[src/rtl/stimulus_sequencer.sv]
// stimulus_sequencer
//   Stimulus source for DE10-Lite lab designs. A start pulse holds the DUT
//   reset for reset_cycles clocks. The block then applies num_vectors
//   key/switch vectors, each held for hold_cycles clocks, taken from one of
//   four pattern generators (random LFSR, walking one, counter, all-zero).
//   When the last vector completes it reports done.
//
// Ports
//   clk          system clock
//   reset        synchronous active-high reset
//   start        one-clock pulse; begins a run when idle or done
//   mode         pattern select, latched at start (0 rnd, 1 walk, 2 cnt, 3 zero)
//   key          key stimulus       (low part of V = {sw,key})
//   sw           switch stimulus    (high part of V = {sw,key})
//   dut_reset    reset driven to the DUT (high in IDLE and RESET_DUT)
//   busy         high in RESET_DUT and RUN
//   done         high in DONE
//   vector_count vectors completed in the current or last run

module stimulus_sequencer #(
  parameter int unsigned key_width    = 2,
  parameter int unsigned sw_width     = 9,
  parameter int unsigned reset_cycles = 2,
  parameter int unsigned num_vectors  = 1000,
  parameter int unsigned hold_cycles  = 1,
  parameter logic [31:0] lfsr_seed    = 32'h1
) (
  input  logic                               clk,
  input  logic                               reset,
  input  logic                               start,
  input  logic [1:0]                         mode,
  output logic [key_width-1:0]               key,
  output logic [sw_width-1:0]                sw,
  output logic                               dut_reset,
  output logic                               busy,
  output logic                               done,
  output logic [$clog2(num_vectors+1)-1:0]   vector_count
);

  localparam int unsigned W    = sw_width + key_width;
  localparam int unsigned VCW  = $clog2(num_vectors + 1);
  localparam int unsigned RC   = (reset_cycles < 1) ? 1 : reset_cycles;
  localparam int unsigned RCW  = (RC > 1) ? $clog2(RC) : 1;
  localparam int unsigned HCW  = (hold_cycles > 1) ? $clog2(hold_cycles) : 1;
  localparam int unsigned WPW  = (W > 1) ? $clog2(W) : 1;
  localparam int unsigned REPS = (W + 31) / 32;
  localparam logic [31:0] SEED = (lfsr_seed == 32'h0) ? 32'h1 : lfsr_seed;
  localparam logic [31:0] TAPS = 32'h8020_0003;

  typedef enum logic [1:0] {
    IDLE      = 2'd0,
    RESET_DUT = 2'd1,
    RUN       = 2'd2,
    DONE      = 2'd3
  } state_t;

  state_t             state_q, state_d;
  logic [RCW-1:0]     rst_cnt_q;
  logic [HCW-1:0]     hold_cnt_q;
  logic [VCW-1:0]     vcount_q;
  logic [31:0]        lfsr_q;
  logic [1:0]         mode_q;
  logic [W-1:0]       vec_q;
  logic [W-1:0]       idx_q;
  logic [WPW-1:0]     wpos_q;

  logic               start_ok;
  logic               rst_last;
  logic               hold_last;
  logic               last_vec;
  logic               first_load;
  logic               next_load;
  logic [W-1:0]       load_idx;
  logic [WPW-1:0]     load_wpos;
  logic [31:0]        lfsr_shift;
  logic [32*REPS-1:0] lfsr_rep;
  logic [W-1:0]       load_vec;

  // Datapath control and next-vector generation
  always_comb begin
    start_ok   = start && ((state_q == IDLE) || (state_q == DONE));
    rst_last   = (rst_cnt_q == RCW'(RC - 1));
    hold_last  = (hold_cnt_q == HCW'(hold_cycles - 1));
    last_vec   = (vcount_q == VCW'(num_vectors - 1));
    first_load = (state_q == RESET_DUT) && rst_last;
    next_load  = (state_q == RUN) && hold_last && !last_vec;

    load_idx   = first_load ? '0 : idx_q + 1'b1;
    if (first_load || (wpos_q == WPW'(W - 1)))
      load_wpos = '0;
    else
      load_wpos = wpos_q + 1'b1;

    // Galois step; the vector shows the state after the shift
    lfsr_shift = lfsr_q[0] ? ((lfsr_q >> 1) ^ TAPS) : (lfsr_q >> 1);
    // Widths above 32 reuse state bits modulo 32
    lfsr_rep   = {REPS{lfsr_shift}};

    case (mode_q)
      2'd0:    load_vec = lfsr_rep[W-1:0];
      2'd1:    load_vec = W'(1) << load_wpos;
      2'd2:    load_vec = load_idx;
      default: load_vec = '0;
    endcase
  end

  // State register
  always_ff @(posedge clk) begin
    if (reset) state_q <= IDLE;
    else       state_q <= state_d;
  end

  // Next-state logic
  always_comb begin
    state_d = state_q;
    case (state_q)
      IDLE:      if (start) state_d = RESET_DUT;
      RESET_DUT: if (rst_last) state_d = RUN;
      RUN:       if (hold_last && last_vec) state_d = DONE;
      DONE:      if (start) state_d = RESET_DUT;
      default:   state_d = IDLE;
    endcase
  end

  // Counters, pattern state and vector register
  always_ff @(posedge clk) begin
    if (reset) begin
      rst_cnt_q  <= '0;
      hold_cnt_q <= '0;
      vcount_q   <= '0;
      lfsr_q     <= SEED;
      mode_q     <= '0;
      vec_q      <= '0;
      idx_q      <= '0;
      wpos_q     <= '0;
    end else begin
      if (start_ok) begin
        mode_q    <= mode;
        rst_cnt_q <= '0;
        vcount_q  <= '0;
      end
      if (state_q == RESET_DUT)
        rst_cnt_q <= rst_cnt_q + 1'b1;
      if (first_load || next_load) begin
        vec_q      <= load_vec;
        idx_q      <= load_idx;
        wpos_q     <= load_wpos;
        hold_cnt_q <= '0;
        if (mode_q == 2'd0)
          lfsr_q <= lfsr_shift;
      end else if (state_q == RUN) begin
        hold_cnt_q <= hold_cnt_q + 1'b1;
      end
      if ((state_q == RUN) && hold_last)
        vcount_q <= vcount_q + 1'b1;
    end
  end

  // Outputs
  always_comb begin
    busy         = (state_q == RESET_DUT) || (state_q == RUN);
    done         = (state_q == DONE);
    dut_reset    = (state_q == IDLE) || (state_q == RESET_DUT);
    key          = '0;
    sw           = '0;
    if (state_q == RUN) begin
      key = vec_q[key_width-1:0];
      sw  = vec_q[W-1:key_width];
    end
    vector_count = vcount_q;
  end

endmodule

[config.mk]
export PLATFORM = sky130hd
export DESIGN_NAME = stimulus_sequencer
export DESIGN_NICKNAME = d
export VERILOG_FILES = /design/src/rtl/stimulus_sequencer.sv
export SDC_FILE = /design/constraint.sdc
export NUM_CORES = 1
export LEC_CHECK = 0
export ABC_CLOCK_PERIOD_IN_PS = 2100
export BUFFER_PORTS_ARGS = -buffer_cell sky130_fd_sc_hd__buf_2
export CORE_AREA = 2 2 123 89
export DETAILED_ROUTE_END_ITERATION = 8
export DIE_AREA = 0 0 125 91
export SLEW_MARGIN = 20
export SYNTH_ARGS = -nofsm -noshare
export SYNTH_HDL_FRONTEND = slang
export SYNTH_SLANG_ARGS = --single-unit
[constraint.sdc]
create_clock -name clk -period 2.1 [get_ports clk]
set_input_delay 0.21 -clock clk [delete_from_list [all_inputs] [get_ports clk]]
set_output_delay 0.21 -clock clk [all_outputs]
set_load 0.05 [all_outputs]
==> out/results.tsv, run 1 <==
stage	metric	value	unit
outcome	status	completed	
pwr	leakagePower	1.53	nW
yosys	postSynthAreaPerCell	8.11	um^2
pwr	power.density_cell_area	1070	nW/um^2
yosys	synth_area_leaders	sky130_fd_sc_hd__dfxtp_1, sky130_fd_sc_hd__nand2_1, sky130_fd_sc_hd__a21oi_1	
yosys	synth_top_area_cell	sky130_fd_sc_hd__dfxtp_1	
critical_path	setup.reg_to_reg.worst_slack	0.13	ns
clocking	cts.root.buffer_cell	sky130_fd_sc_hd__clkbuf_16	
critical_path	worstPathRequired	2.31	ns
drt	dr.pass1.iters	6	
timing	worst-slew-pin-transition	0.483	ns
timing	maxClockFrequency	508	MHz
yosys	asyncSetResetFlopFracSynth	0	%
yosys	ys.warnings.count	0	
timing	fin_skew	0.00386	ns
hold_path	hold_class	in -> reg	
critical_path	cp-start-kind	flop	
timing	final_period_minus_worst_setup_slack	1.97	ns
layout	synthToLayoutAreaGrowth	17.2	%
clocking	clkSlewWorstSetupHoldPaths	0.05	ns
placement	io_buffer_count	28	
drt	drt_iter0_markers	273	
yosys	yosysUniqueCellTypes	47	
yosys	synth_edf_count	0	
global_routing	largest_net_degree_at_the_start_of_global_routing	45	
yosys	synth_fp_nets	446	
drt	drc	0	
hold_path	worst_hold_path.endpoint	mode_q[1]	
global_routing	gr-usage-all-layers	14.7	%
global_routing	antenna_found_initial	0	
placement	finalWeightedCongestion	0.932	
clocking	cts.sink_count	74	
drt	vias	3052	
critical_path	critPathCaptureType	flop	
clocking	number_of_buffers_inserted_during_clock_tree_synthesis	9	
pwr	worst_ir_drop_vdd	0.000423	V
die	coreArea	10200	um^2
die	dieWidth	125	um
drt	post_drt_wl_per_cell	13.5	um
timing	rsz0062_at_grt	yes	
yosys	area_fraction_of_the_dominant_cell_type_after_synthesis	42.2	%
die	design.die.area	11400	um^2
placement	hpwlAfterDp	5.73	mm
die	rows	31	
clocking	clkLatencyLatePin	0.34	ns
die	initial_core_util	34.6	%
yosys	syn_area	3510	um^2
drt	routed_via_density	5.11	
critical_path	worst_reg2reg_path_depth	5	
global_routing	grt_first_pass_wirelength	13.4	mm
timing	final_critical_path_setup_slack	0.133	ns
critical_path	crit_fanout	8	
global_routing	grt_pass1_vias	2753	
die	die-height	91	um
clocking	number_of_buffers_inserted_for_hold_repair_after_clock_tree_synthesis	0	
critical_path	setup_crit_path_kind	reg -> reg	
die	ios	29	
drt	wirelength	8.09	mm
timing	finalCritPeriodShare	93.7	%
critical_path	worstPathArrival	2.18	ns
layout	fillers	1032	
placement	placement.setup.worst_slack	0.0800	ns
yosys	synth.top_cells.by_count	sky130_fd_sc_hd__nand2_1, sky130_fd_sc_hd__dfxtp_1, sky130_fd_sc_hd__a21oi_1, sky130_fd_sc_hd__nor2_1, sky130_fd_sc_hd__o21ai_0	
job	number_of_violations_of_the_max_capacitance_limit	0	
placement	total_placed_instance_area	3800	um^2
timing	timing.final.hold_violations	0	
clocking	cts-root-to-sink-buffers	2	
global_routing	overflow	0	
yosys	postSynth.topFlopCell	sky130_fd_sc_hd__dfxtp_1	
yosys	top_count_cell_post_synth	sky130_fd_sc_hd__nand2_1	
hold_path	hold-path-cell-count	3	
layout	design.final.nets	473	
critical_path	regToRegEndpoint	vec_q[5]	
layout	design_area	4120	um^2
drt	route.antenna.remaining_nets	0	
timing	timing_max_transition_violations_final	0	
timing	maxSlewHeadroom	67.6	%
layout	post-route-util	40.5	%
yosys	syn-instance-count	433	
clocking	cts_tree	yes	
timing	final.hold.worst_slack	0.114	ns
timing	setup_viol	0	
yosys	synth_sequential_area_ratio	42.2	%
yosys	postSynthRegisterBits	74	
hold_path	hold_start	mode[1]	
critical_path	worst_r2r_startpoint	wpos_q[0]	
layout	insertedDiodeCount	0	
clocking	htreeDepth	3	
layout	layout-drive-gt1-share	15.7	%
[how the worst max path moves through the flow]
| stage | startpoint | endpoint | slack [ns] | cells after the start |
|---|---|---|---|---|
| after floorplan | vector_count[0] | lfsr_q[22] | 0.03 | 8 |
| after global placement | state_q[1] | vec_q[10] | 0.15 | 7 |
| after detailed placement | state_q[1] | vec_q[8] | 0.08 | 7 |
| after CTS | state_q[1] | vec_q[8] | 0.06 | 7 |
| after global routing | wpos_q[0] | vec_q[9] | -0.006 | 6 |
| final | wpos_q[0] | vec_q[5] | 0.13 | 5 |
[power breakdown]
| group | internal (W) | switching (W) |
|---|---|---|
| Sequential | 0.00150 | 0.000104 |
| Clock | 0.000983 | 0.000554 |
| Combinational | 0.000420 | 0.000859 |
[layer usage]
metal	part of all wire [%]	track usage (%)	vias up
met3	7.4	5.19	12
met1	52	21.2	1418
met2	39	20.0	79
met4	1.6	5.46	0
li1	-	-	1543
met5	0	0	-
[cells by family (layout without fill, tap and decap cells)]
family,count (synthesis),in the layout,share of synthesized area (%)
adders and majority gates,8,8,2.85
muxes,6,6,1.82
and+or+nand+nor,190,190,25.0
buffers and inverters,31,63,4.31
DFF,74,74,42.2
xor gates and xnor gates,24,24,5.98
AOI/OAI and AO/OA,100,100,17.8
[cells in the final DEF, fill, tap and decap left out, types with 5 or more instances in the layout]
| cell | Yosys | routed |
|---|---|---|
| sky130_fd_sc_hd__clkbuf_16 | 0 | 9 |
| sky130_fd_sc_hd__a222oi_1 | 6 | 6 |
| sky130_fd_sc_hd__o21ai_0 | 18 | 18 |
| sky130_fd_sc_hd__a31oi_1 | 6 | 6 |
| sky130_fd_sc_hd__inv_1 | 6 | 6 |
| sky130_fd_sc_hd__nor3_1 | 9 | 8 |
| sky130_fd_sc_hd__buf_2 | 10 | 28 |
| sky130_fd_sc_hd__a211oi_1 | 5 | 5 |
| sky130_fd_sc_hd__dfxtp_1 | 74 | 74 |
| sky130_fd_sc_hd__xnor2_1 | 8 | 8 |
| sky130_fd_sc_hd__a21oi_1 | 45 | 44 |
| sky130_fd_sc_hd__ha_1 | 8 | 8 |
| sky130_fd_sc_hd__buf_4 | 0 | 12 |
| sky130_fd_sc_hd__nand3_1 | 13 | 13 |
| sky130_fd_sc_hd__nor2_1 | 38 | 37 |
| sky130_fd_sc_hd__and2_1 | 14 | 13 |
| sky130_fd_sc_hd__nand2_1 | 90 | 90 |
| sky130_fd_sc_hd__xor2_1 | 16 | 16 |
[metrics by stage]
| stage | power, W | std cells | setup TNS (ns) |
|---|---|---|---|
| 4_1_cts | 0.00445 | 597 | 0 |
| 5_1_grt | 0.00467 | 597 | -0.00583 |
| 6_report | 0.00442 | 597 | 0 |
| 3_3_place_gp | 0.00287 | 581 | 0 |
| 2_1_floorplan | 0.00257 | 433 | 0 |
| 3_5_place_dp | 0.00289 | 581 | 0 |
[timing repair]
action	CTS	global route
gates resized for setup	0	5
endpoints found under the setup margin	0	11
buffers inserted	0	0
endpoints found under the hold margin	0	0
[state kept, by name, summed over array words and instances, names as in the netlist]
name	count
lfsr_q	32
idx_q	11
vec_q	11
vector_count	10
wpos_q	4
mode_q	2
state_q	2
hold_cnt_q	1
rst_cnt_q	1
[critical path: stages (launching register included)]
cell and delay [ns]:
sky130_fd_sc_hd__dfxtp_1 0.50, sky130_fd_sc_hd__nand3_1 0.20, sky130_fd_sc_hd__xnor2_1 0.42, sky130_fd_sc_hd__nor3_2 0.14, sky130_fd_sc_hd__a222oi_1 0.46, sky130_fd_sc_hd__o21ai_0 0.12
[cell type report]
class	instances	area [um^2]	area share, %
Clock buffer	14	264	6.41
Clock inverter	2	35.0	0.851
Inverter	6	22.5	0.547
Multi-Input combinational cell	328	1900	46.1
Sequential cell	74	1480	36.0
Tap cell	132	165	4.01
Timing Repair Buffer	41	250	6.08
Power figures use the tool's default switching activity.
==> run 2: changes to the inputs <==
--- a/config.mk
+++ b/config.mk
@@ -7,9 +7,10 @@
 export LEC_CHECK = 0
 export ABC_CLOCK_PERIOD_IN_PS = 2100
 export BUFFER_PORTS_ARGS = -buffer_cell sky130_fd_sc_hd__buf_2
-export CORE_AREA = 2 2 123 89
+export CORE_AREA = 2 2 98 72
 export DETAILED_ROUTE_END_ITERATION = 8
-export DIE_AREA = 0 0 125 91
+export DIE_AREA = 0 0 100 74
+export PLACE_DENSITY = 0.74
 export SLEW_MARGIN = 20
 export SYNTH_ARGS = -nofsm -noshare
 export SYNTH_HDL_FRONTEND = slang
==> run 2 against run 1 <==
Effect of this change: register-to-register slack better by 0.02 ns; clock skew up 0.0060 ns; highest routed layer unchanged; clock power decreased by 17%; design area shrank 3.1%; worst hold slack got worse by 0.012 ns; cell count shrank 8.9%; sequential power is essentially flat; sequential share of layout area grew 1.2 points; count of clock-buffer cells in the layout is 2 lower.
==> out/results.tsv, run 2 (synthesized netlist as in run 1, its figures left out) <==
stage	metric	value	unit	change
outcome	status	completed		
drt	wirelength	7.53	mm	-6.8%
clocking	clkSlewWorstSetupHoldPaths	0.08	ns	+0.03 ns
clocking	cts_tree	yes		
hold_path	worst_hold_path.endpoint	mode_q[0]		
critical_path	crit_fanout	8		unchanged
timing	timing_max_transition_violations_final	0		unchanged
critical_path	critical-path-top-delay-family	simple AND/OR/NAND/NOR gates		
critical_path	slowest_delay	0.44	ns	-0.06 ns
timing	rsz0062_at_grt	no		
job	number_of_violations_of_the_max_capacitance_limit	0		unchanged
critical_path	worstPathArrival	2.21	ns	+0.03 ns
timing	finalCritPeriodShare	92.6	%	-1.1 points
timing	fin_skew	0.00990	ns	+0.00604 ns
global_routing	gr-usage-all-layers	21.1	%	+6.4 points
global_routing	overflow	0		unchanged
clocking	clkLatencyLatePin	0.35	ns	about the same
drt	routed_via_density	5.58		+9.2%
critical_path	setup.reg_to_reg.worst_slack	0.16	ns	+0.02 ns
pwr	leakagePower	1.49	nW	-2.5%
critical_path	worst_r2r_startpoint	state_q[1]		
placement	hpwlAfterDp	5.09	mm	-11%
global_routing	grt_first_pass_wirelength	12.4	mm	-8.1%
drt	vias	3036		-0.52%
drt	dr.pass1.iters	7		+1
hold_path	hold_start	mode[0]		
hold_path	hold_class	in -> reg		
die	ios	29		unchanged
layout	largest_reg_flops	32		unchanged
die	initial_core_util	54.0	%	+19 points
timing	final_period_minus_worst_setup_slack	1.94	ns	-0.0231 ns
critical_path	critical_path.slowest_cell	sky130_fd_sc_hd__nor3b_2		
timing	timing.final.hold_violations	0		unchanged
timing	tns	0	ns	unchanged
layout	layout_top_registers	lfsr_q (32), idx_q (11), vec_q (11)		
global_routing	antenna_found_initial	0		unchanged
layout	fillers	590		-43%
critical_path	regToRegEndpoint	vec_q[3]		
die	coreArea	6510	um^2	-36%
critical_path	worstPathRequired	2.37	ns	+0.06 ns
die	die-height	74	um	-19%
die	dieWidth	100	um	-20%
timing	maxClockFrequency	514	MHz	+1.2%
critical_path	crit_chain	inv_1 -> ha_1 -> and2_2 -> nor3b_2 -> a22o_1 -> a31oi_1 -> o21ai_0		
critical_path	critPathCaptureType	flop		
critical_path	worst_reg2reg_path_depth	7		+2
clocking	post-cts-setup-buffers	0		unchanged
clocking	htreeDepth	3		unchanged
clocking	cts-root-to-sink-buffers	2		unchanged
global_routing	grt_pass1_vias	2650		-3.7%
layout	most_common_cell_after_layout_fill_and_taps_aside	sky130_fd_sc_hd__nand2_1		
global_routing	largest_net_degree_at_the_start_of_global_routing	34		-24%
die	design.die.area	7400	um^2	-35%
critical_path	cp-start-kind	flop		
clocking	number_of_buffers_inserted_during_clock_tree_synthesis	9		unchanged
layout	layout-drive-gt1-share	16.0	%	+0.28 points
layout	design.final.nets	471		-0.42%
layout	insertedDiodeCount	0		unchanged
placement	io_buffer_count	28		unchanged
drt	post_drt_wl_per_cell	13.8	um	+2.3%
layout	synthToLayoutAreaGrowth	13.6	%	
pwr	worst_ir_drop_vdd	0.000760	V	+80%
placement	finalWeightedCongestion	0.900		-3.5%
layout	most-common-layout-cells	sky130_fd_sc_hd__nand2_1, sky130_fd_sc_hd__dfxtp_1, sky130_fd_sc_hd__a21oi_1		
layout	largest-register	lfsr_q		
critical_path	critical_path.n_buffers_inverters	1		+1
pwr	power.density_cell_area	1040	nW/um^2	-3.3%
clocking	cts.root.buffer_cell	sky130_fd_sc_hd__clkbuf_8		
hold_path	hold-path-cell-count	3		unchanged
critical_path	setup_crit_path_kind	reg -> reg		
drt	route.antenna.remaining_nets	0		unchanged
drt	drt_iter0_markers	268		-1.8%
die	rows	25		-19%
drt	drc	0		unchanged
timing	maxSlewHeadroom	67.4	%	-0.26 points
clocking	cts.sink_count	74		unchanged
timing	setup_viol	0		unchanged
pwr	total_power	0.00415	W	-6.3%
timing	worst-slew-pin-transition	0.485	ns	+0.00188 ns
run 2: cell count changes in the layout (fill, tap and decap cells not counted), sizes merged:
cell	previous run	this run
clkbuf	14	12
clkinvlp	0	1
buf	41	39
bufinv	1	2
run 2: area by class of cell:
class	instances	area [um^2]	share of cell area, %
sequential	74	1480	37.1
clock inverter	4	72.6	1.82
clock buffer	12	165	4.14
timing repair buffer	39	248	6.21
inverter	6	22.5	0.565
tap	81	101	2.54
multi-input combinational	328	1900	47.6
run 2: worst max path at each step:
stage | end | slack [ns] | depth (start not counted) | startpoint
final | vec_q[3] | 0.16 | 7 | state_q[1]
after global routing | vec_q[7] | 0.02 | 7 | state_q[0]
after CTS | vec_q[8] | 0.17 | 7 | state_q[1]
after detailed placement | vec_q[7] | 0.20 | 6 | state_q[1]
after global placement | vec_q[8] | 0.21 | 7 | state_q[1]
after floorplan | lfsr_q[22] | 0.03 | 8 | vector_count[0]
run 2: stage by stage:
stage	hold slack (ns)	setup slack, ns	area (um^2)	instances	utilization [%]
global placement	0.431	0.207	3730	528	57.4
detailed placement	0.439	0.198	3730	528	57.4
floorplan	0.357	0.0303	3510	433	-
global route	0.107	0.0155	3990	544	61.3
finish	0.102	0.156	3990	544	61.3
CTS	0.0933	0.169	3970	544	61.0
run 2: what timing repair did:
action                     4_1_cts  5_1_grt
setup endpoints to repair        0       10
gates resized for setup          0        5
hold buffers                     0        0
run 2: routing by layer:
metal	vias to the layer above	share of wire [%]	global-route usage, %
met5	-	0	0
met4	0	1.2	7.46
met3	8	7.0	5.36
met2	99	42	30.8
met1	1396	50	30.7
li1	1533	-	-
run 2: worst min-delay path: stages:
cell	delay, ns
sky130_fd_sc_hd__buf_2	0.07
sky130_fd_sc_hd__mux2i_1	0.05
sky130_fd_sc_hd__nor2_1	0.08
run 2: where the power goes:
part	internal (W)	switching, W
clock	0.000764	0.000512
combinational	0.000426	0.000832
sequential	0.00150	0.000110
total	0.00269	0.00145
